==> src/rtl/cpu_pkg.sv <==
// State codes shared by the controller and the fetch unit, plus small fetch helpers.
package cpu_pkg;

    localparam logic [7:0] ST_FETCH_PC      = 8'h01;
    localparam logic [7:0] ST_FETCH_INST    = 8'h02;
    localparam logic [7:0] ST_HALT          = 8'h03;
    localparam logic [7:0] ST_JUMP          = 8'h04;
    localparam logic [7:0] ST_RET           = 8'h0F;
    localparam logic [7:0] ST_LDI_FETCH_IMM = 8'h15;

    // Loaded into the target register when a read times out.
    localparam logic [7:0] NOP_INSTR = 8'h00;

    function automatic logic [7:0] pc_inc(input logic [7:0] p);
        return p + 8'd1;
    endfunction

endpackage

==> src/rtl/cpu_fetch_wdog.sv <==
// Read-timeout counter for cpu_fetch; exists only when FETCH_TIMEOUT_EN is defined.
`ifdef FETCH_TIMEOUT_EN
module cpu_fetch_wdog #(
    parameter int TIMEOUT_CYC = 15
) (
    input  logic clk,
    input  logic reset,
    input  logic start,
    input  logic busy,
    input  logic ack,
    output logic timeout
);

    localparam int CW = $clog2(TIMEOUT_CYC + 1);

    logic [CW-1:0] cnt;

    always_ff @(posedge clk) begin
        if (reset) begin
            cnt <= '0;
        end else if (start) begin
            cnt <= '0;
        end else if (busy && !ack) begin
            cnt <= cnt + 1'b1;
        end
    end

    // Fires on the TIMEOUT_CYC-th consecutive cycle without an acknowledge.
    assign timeout = busy && !ack && (cnt == CW'(TIMEOUT_CYC - 1));

endmodule
`endif

==> src/rtl/cpu_fetch.sv <==
// Instruction/immediate fetch unit driven by controller state codes.
// Optional read timeout enabled with FETCH_TIMEOUT_EN.
module cpu_fetch
    import cpu_pkg::*;
#(
    parameter logic [7:0] RESET_PC    = 8'h00,
    parameter int         TIMEOUT_CYC = 15
) (
    input  logic       clk,
    input  logic       reset,
    input  logic [7:0] state,
    input  logic [7:0] bus_in,
    input  logic [7:0] mem_rdata,
    input  logic       mem_ack,
    output logic       mem_req,
    output logic [7:0] mem_addr,
    output logic [7:0] instruction,
    output logic [7:0] imm,
    output logic [7:0] pc,
    output logic       stall,
    output logic       halted,
    output logic       fetch_err
);

    typedef enum logic [1:0] {
        IDLE,
        RD_INST,
        RD_IMM,
        HALTED
    } fetch_state_t;

    fetch_state_t fsm;
    logic [7:0]   mar;
    logic         busy;
    logic         read_start;
    logic         timeout;

    assign busy       = (fsm == RD_INST) || (fsm == RD_IMM);
    assign read_start = (fsm == IDLE) &&
                        ((state == ST_FETCH_INST) || (state == ST_LDI_FETCH_IMM));
    assign stall      = busy;
    assign mem_addr   = mar;

`ifdef FETCH_TIMEOUT_EN
    logic err_q;

    cpu_fetch_wdog #(
        .TIMEOUT_CYC(TIMEOUT_CYC)
    ) u_wdog (
        .clk     (clk),
        .reset   (reset),
        .start   (read_start),
        .busy    (busy),
        .ack     (mem_ack),
        .timeout (timeout)
    );

    always_ff @(posedge clk) begin
        if (reset) begin
            err_q <= 1'b0;
        end else if (timeout) begin
            err_q <= 1'b1;
        end
    end

    assign fetch_err = err_q;
`else
    assign timeout   = 1'b0;
    assign fetch_err = 1'b0;
`endif

    always_ff @(posedge clk) begin
        if (reset) begin
            fsm         <= IDLE;
            pc          <= RESET_PC;
            mar         <= 8'h00;
            instruction <= 8'h00;
            imm         <= 8'h00;
            mem_req     <= 1'b0;
            halted      <= 1'b0;
        end else begin
            case (fsm)
                IDLE: begin
                    case (state)
                        ST_FETCH_PC: mar <= pc;
                        ST_FETCH_INST: begin
                            fsm     <= RD_INST;
                            mem_req <= 1'b1;
                        end
                        ST_LDI_FETCH_IMM: begin
                            mar     <= pc;
                            fsm     <= RD_IMM;
                            mem_req <= 1'b1;
                        end
                        ST_JUMP, ST_RET: pc <= bus_in;
                        ST_HALT: begin
                            fsm    <= HALTED;
                            halted <= 1'b1;
                        end
                        default: ;
                    endcase
                end
                RD_INST: begin
                    if (mem_ack) begin
                        instruction <= mem_rdata;
                        pc          <= pc_inc(pc);
                        fsm         <= IDLE;
                        mem_req     <= 1'b0;
                    end else if (timeout) begin
                        instruction <= NOP_INSTR;
                        fsm         <= IDLE;
                        mem_req     <= 1'b0;
                    end
                end
                RD_IMM: begin
                    if (mem_ack) begin
                        imm     <= mem_rdata;
                        pc      <= pc_inc(pc);
                        fsm     <= IDLE;
                        mem_req <= 1'b0;
                    end else if (timeout) begin
                        imm     <= NOP_INSTR;
                        fsm     <= IDLE;
                        mem_req <= 1'b0;
                    end
                end
                // Frozen until reset.
                HALTED: ;
                default: fsm <= IDLE;
            endcase
        end
    end

endmodule

==> config.mk <==
export PLATFORM = sky130hd
export DESIGN_NAME = cpu_fetch
export DESIGN_NICKNAME = d
export VERILOG_FILES = /design/src/rtl/cpu_pkg.sv /design/src/rtl/cpu_fetch_wdog.sv /design/src/rtl/cpu_fetch.sv
export SDC_FILE = /design/constraint.sdc
export NUM_CORES = 1
export LEC_CHECK = 0
export CAP_MARGIN = 5
export CORE_MARGIN = 3
export CORE_UTILIZATION = 30
export DETAILED_ROUTE_END_ITERATION = 10
export GPL_TIMING_DRIVEN = 0
export HOLD_SLACK_MARGIN = 0.06
export PLACE_DENSITY = 0.53
export SETUP_SLACK_MARGIN = 0.05
export SYNTH_ARGS = -nofsm -noshare
export SYNTH_HDL_FRONTEND = slang
export SYNTH_SLANG_ARGS = --single-unit
==> constraint.sdc <==
create_clock -name clk -period 4.6 [get_ports clk]
set_input_delay 0.69 -clock clk [delete_from_list [all_inputs] [get_ports clk]]
set_output_delay 0.69 -clock clk [all_outputs]
set_load 0.02 [all_outputs]
---- Word-level counts from Yosys, hierarchy flattened ----
Index checks and enable logic that the tools add are counted.
cells by class
  $add $sub $neg .......................... 1
  multipliers ............................. 0
  div/mod/pow operators ................... 0
  order comparisons ....................... 0
  equality and inequality tests ........... 12
  shift-type cells ........................ 0
  muxes and demuxes ....................... 9
  bitwise operators ....................... 0
  reduce and logical (&&, ||, !) cells .... 14
operators with widths
  cell                                                   number
  == test 8 x 2 -> 1 bit, second input constant          2
  two-way mux 8 bit                                      2
  case mux 8 bit (2 select lines)                        1
  AND reduction 3 bit                                    3
  adder 8 x 1 -> 8 bit, second input constant            1
  == test 8 x 1 -> 1 bit, second input constant          1
  == test 8 x 3 -> 1 bit, second input constant          1
  == test 8 x 4 -> 1 bit, second input constant          1
  == test 8 x 5 -> 1 bit, second input constant          1
  AND reduction 2 bit                                    4
  OR reduction 2 bit                                     4
  case mux 2 bit (3 select lines)                        1
  inequality test 2 x 1 -> 1 bit, second input constant  2
  inequality test 4 x 1 -> 1 bit, second input constant  1
  case mux 2 bit (2 select lines)                        1
  == test 2 x 1 -> 1 bit, second input constant          1
  == test 2 bit, second input constant                   1
  logical NOT 2 bit                                      1
  two-way mux 1 bit                                      2
  two-way mux 2 bit                                      1
  inequality test 2 bit, second input constant           1
  case mux 1 bit (2 select lines)                        1
  nonzero test 2 bit                                     1
  logical OR 1 bit                                       1
storage, ports and cells
  register bits after elaboration ......... 36
  bits in latches ......................... 0
  RAM bits ................................ 0
  memory bits (read-only) ................. 0
  input bits .............................. 27
  output and inout port bits .............. 36
  word-level logic and storage cells ...... 43
  memories kept ........................... 0

---- Longest topological paths before layout ----
  word-level depth ........................ 4
  gate-level depth with buffers ........... 7
  gate-level depth less buffers ........... 6

---- Worst setup path after synthesis ----
No wires, ideal clock.
  path kind ............................... input port to flip-flop
  start point ............................. input port state[3]
  end point ............................... register mem_req
  setup time .............................. 0.121 ns
  arrival ................................. 1.860 ns
  data required time ...................... 4.479 ns
  slack ................................... 2.619 ns
  cell stages on the path ................. 4
  buffers on the path ..................... 0
  cells stage by stage .................... nor4_4 > or3b_1 > o22ai_1 > mux2_2
on the way
  word-level cells in the longest chain between the ends .. 4
  elaborated cells on any way between the ends .. 5
  those cells by class .................... 3 x eq/ne; 2 x reduce/logical
RTL lines
  item                                                              line             text
  start, declared                                                   cpu_fetch.sv:11  input logic [7:0] state,
  == test 8 x 2 -> 1 bit or == test 8 x 5 -> 1 bit (tied branches)  cpu_fetch.sv:84  case (state)
  OR reduction 2 bit (no line) (*)                                  -
  inequality test 2 bit (no line) (*)                               -
  AND reduction 3 bit (no line) (*)                                 -
  end signal, assigned                                              cpu_fetch.sv:79  mem_req <= 1'b0;
  end signal, assigned                                              cpu_fetch.sv:88  mem_req <= 1'b1;
  end signal, assigned                                              cpu_fetch.sv:93  mem_req <= 1'b1;
  end, declared                                                     cpu_fetch.sv:15  output logic mem_req,
Mark *: on every way between the ends. The rest lies on a longest branch, timed or not.
A chain may end at the register's enable or synchronous reset.

---- Worst setup path after layout ----
  start point ............................. register fsm[0]
  end point ............................... output port stall
on the way
  word-level cells in the longest chain between the ends .. 2
  elaborated cells on any way between the ends .. 3
  those cells by class .................... 2 x eq/ne; 1 x reduce/logical
RTL lines
  item                                                     line             text
  start, declared                                          cpu_fetch.sv:32  fetch_state_t fsm;
  start signal, assigned                                   cpu_fetch.sv:74  fsm <= IDLE;
  start signal, assigned                                   cpu_fetch.sv:87  fsm <= RD_INST;
  start signal, assigned                                   cpu_fetch.sv:92  fsm <= RD_IMM;
  == test 2 x 1 -> 1 bit or == test 2 bit (tied branches)  cpu_fetch.sv:38  assign busy = (fsm == RD_INST) || (fsm == RD_IMM);
  logical OR 1 bit (*)                                     cpu_fetch.sv:38
  end, declared                                            cpu_fetch.sv:20  output logic stall,
Marked as above.

==> out/metrics.yaml <==
max-slew-margin-rel: 0.535
busiest_layer: "met2"
fin_util: 0.459
ys_types: 49
antenna_found_initial: 0
synth_xor_xnor_area_share: 0.00486
reg2reg_slack_ns: 2.42
synth_warnings: 0
gp_congestion: 0.767
finalHoldViolations: 0
critical_path.cell_chain: "inv_1 -> ha_1 -> clkdlybuf4s50_1"
htree_num_levels: 2
grt_use_total: 0.151
areaGrowthSynthToFinish_pct: 44.5
crit_path_end_kind: "output port"
crit_buf_inv: 2
place.port_buffers: 60
synth_ff_type: "dfxtp_1"
cts_root_buffer: "clkbuf_8"
cpMaxStageDelayCell: "clkdlybuf4s50_1"
rows: 27
slowest_delay_ns: 0.67
layout_commonest_cell: "clkdlybuf4s50_1"
totalPowerFinal_uw: 909
numCtsBuffers: 5
overflow: 0
finalClockSkew_ns: 0.00506
dieHeight_um: 83.5
crit_arrival_ns: 1.89
grt_pass1_wl_um: 8590
antenna_cells: 0
setup_viol: 0
initial_core_util: 0.318
fin_tns_setup_ns: 0
muxShareOfSynthArea: 0.0736
ys_ff_latch: 36
cts_resized: 0
fin_nets: 310
dpl-instance-area_mm2: 0.00249
synthSimpleGateAreaFrac: 0.262
synthArstFlopShare: 0
cap_violations: 0
p_int_uw: 616
ys_seq_area_frac: 0.400
boundaryPins: 63
synth_top_family_by_area: "simple AND/OR/NAND/NOR gates"
vias: 1778
criticalPathCategory: "register to output port"
vias_per_cell: 5.07
netlist_instances: 211
power.share.switching: 0.322
crit_family: "buffers and inverters"
dp_hpwl_um: 3820
rsz0062_at_grt: "no"
syn_area_per_cell_um2: 8.54
drc: 0
wl_per_cell_um: 14.5
use_met1: 0.200
powerDensity_mw_per_mm2: 349
n_fill_cell: 579
synth_area_mm2: 0.00180
drv_slew: 0
hold_class: "register to register"
p_switching_uw: 293
combPwrFrac: 0.293
cts_tree: "done"
grt_pass1_vias: 1718
seqPwrFrac: 0.397
worstSetupStartpointType: "register"
finalCriticalPeriod_ns: 2.58
synth_edf_count: 0
fin_crit_sh: 0.560
met3_usage: 0.0464
antenna_left: 0
gr-usage-met2: 0.235
required_ns: 3.91
cts_max_path_buffers: 2
die_area_mm2: 0.00698
routed_wl_um: 5090
tightestPinTransition_ns: 0.693
first_pass_iters: 4
grt_max_degree: 13
drive_above_1_share: 0.0860
finish.instance_area_mm2: 0.00261
hold_buffers: 0
drt_iter0_markers: 60
final_cell_mix: "clkdlybuf4s50_1 (60), dfxtp_1 (36), nand2_1 (34)"
clock_latency_ns: 0.29
cts_sinks: 36
status: "finished, final reports clean"
clkPwrFrac: 0.310
worstPathMaxFanout: 8
post_cts_buffers: 0
synth_compound_area_frac: 0.180
cts.reportedPaths.clkPinSlew_ns: 0.08
power.leakage_nw: 0.919
ir_drop_mv: 0.174
core_area_mm2: 0.00568
die_x_um: 83.5
synth_nets: 243
synthAdderAreaFrac: 0.0347
max_freq_mhz: 388
registers in the layout, summed over array words and instances, names as in the netlist:
| name | count |
|---|---|
| fsm | 2 |
| mem_addr | 8 |
| pc | 8 |
| instruction | 8 |
| imm | 8 |
| mem_req | 1 |
| halted | 1 |
logic make-up after synthesis:
group | count (synthesis)
other | 1
buffers and inverters | 18
xor gates and xnor gates | 1
AOI/OAI and AO/OA | 50
adders and majority gates | 5
muxes | 12
and+or+nand+nor | 88
DFF | 36
worst reg2reg max path: stages (launching register included):
cell	delay, ns
dfxtp_1	0.39
inv_1	0.08
ha_1	0.43
nor2b_1	0.19
or2_2	0.30
clkbuf_1	0.24
a221oi_1	0.30
o32ai_1	0.14
final cells by class:
class	instances	area [um^2]	area share
Multi-Input combinational cell	157	1010	0.386
Sequential cell	36	721	0.277
Timing Repair Buffer	60	601	0.231
Tap cell	72	90.1	0.0346
Clock buffer	5	68.8	0.0264
Buffer	12	53.8	0.0207
Clock inverter	3	42.5	0.0163
Inverter	6	22.5	0.00865
metal layers:
metal | up-vias | share of wire
met5 | - | 0
met3 | 6 | 0.052
met4 | 0 | 0.013
met2 | 44 | 0.44
li1 | 901 | -
met1 | 827 | 0.50
power groups by stage:
stage	clock network [mW]	registers [mW]	logic, mW
CTS	0.291	0.362	0.268
finish	0.282	0.361	0.266
global placement	0	0.369	0.266
detailed placement	0	0.368	0.266
floorplan	0	0.389	0.131
global route	0.305	0.366	0.291
cells in the mapped netlist, types with 2 or more instances:
cell type | number | area share
a211oi_1 | 3 | 0.012
nand2_1 | 34 | 0.071
clkbuf_1 | 8 | 0.017
and2b_1 | 3 | 0.012
inv_1 | 5 | 0.010
nor2_1 | 5 | 0.010
dfxtp_1 | 36 | 0.40
a221oi_1 | 2 | 0.0097
mux2_4 | 2 | 0.017
nor3b_1 | 2 | 0.0083
nor3_1 | 4 | 0.011
o21a_1 | 2 | 0.0083
nor4_1 | 2 | 0.0069
nor2b_1 | 3 | 0.010
o32ai_1 | 4 | 0.019
ha_1 | 5 | 0.035
mux2_2 | 2 | 0.012
nand3_1 | 22 | 0.061
a21oi_1 | 26 | 0.072
and4b_1 | 2 | 0.011
o21ai_0 | 4 | 0.011
mux2i_1 | 8 | 0.044
worst paths after layout:
check,cells after the start,from,endpoint
hold / removal,2,instruction[0],instruction[0]
setup reg to reg,7,fsm[0],pc[3]
hold reg to reg,2,instruction[0],instruction[0]
setup / recovery,3,fsm[0],stall
stage by stage:
stage	setup WS, ns	hold slack (ns)	instances
after floorplan	2.62	0.469	211
after global placement	1.92	0.444	343
after detailed placement	1.90	0.447	343
after CTS	2.01	0.459	351
after global routing	1.93	0.472	351
final	2.02	0.457	351
(Power assumes the default switching activity.)
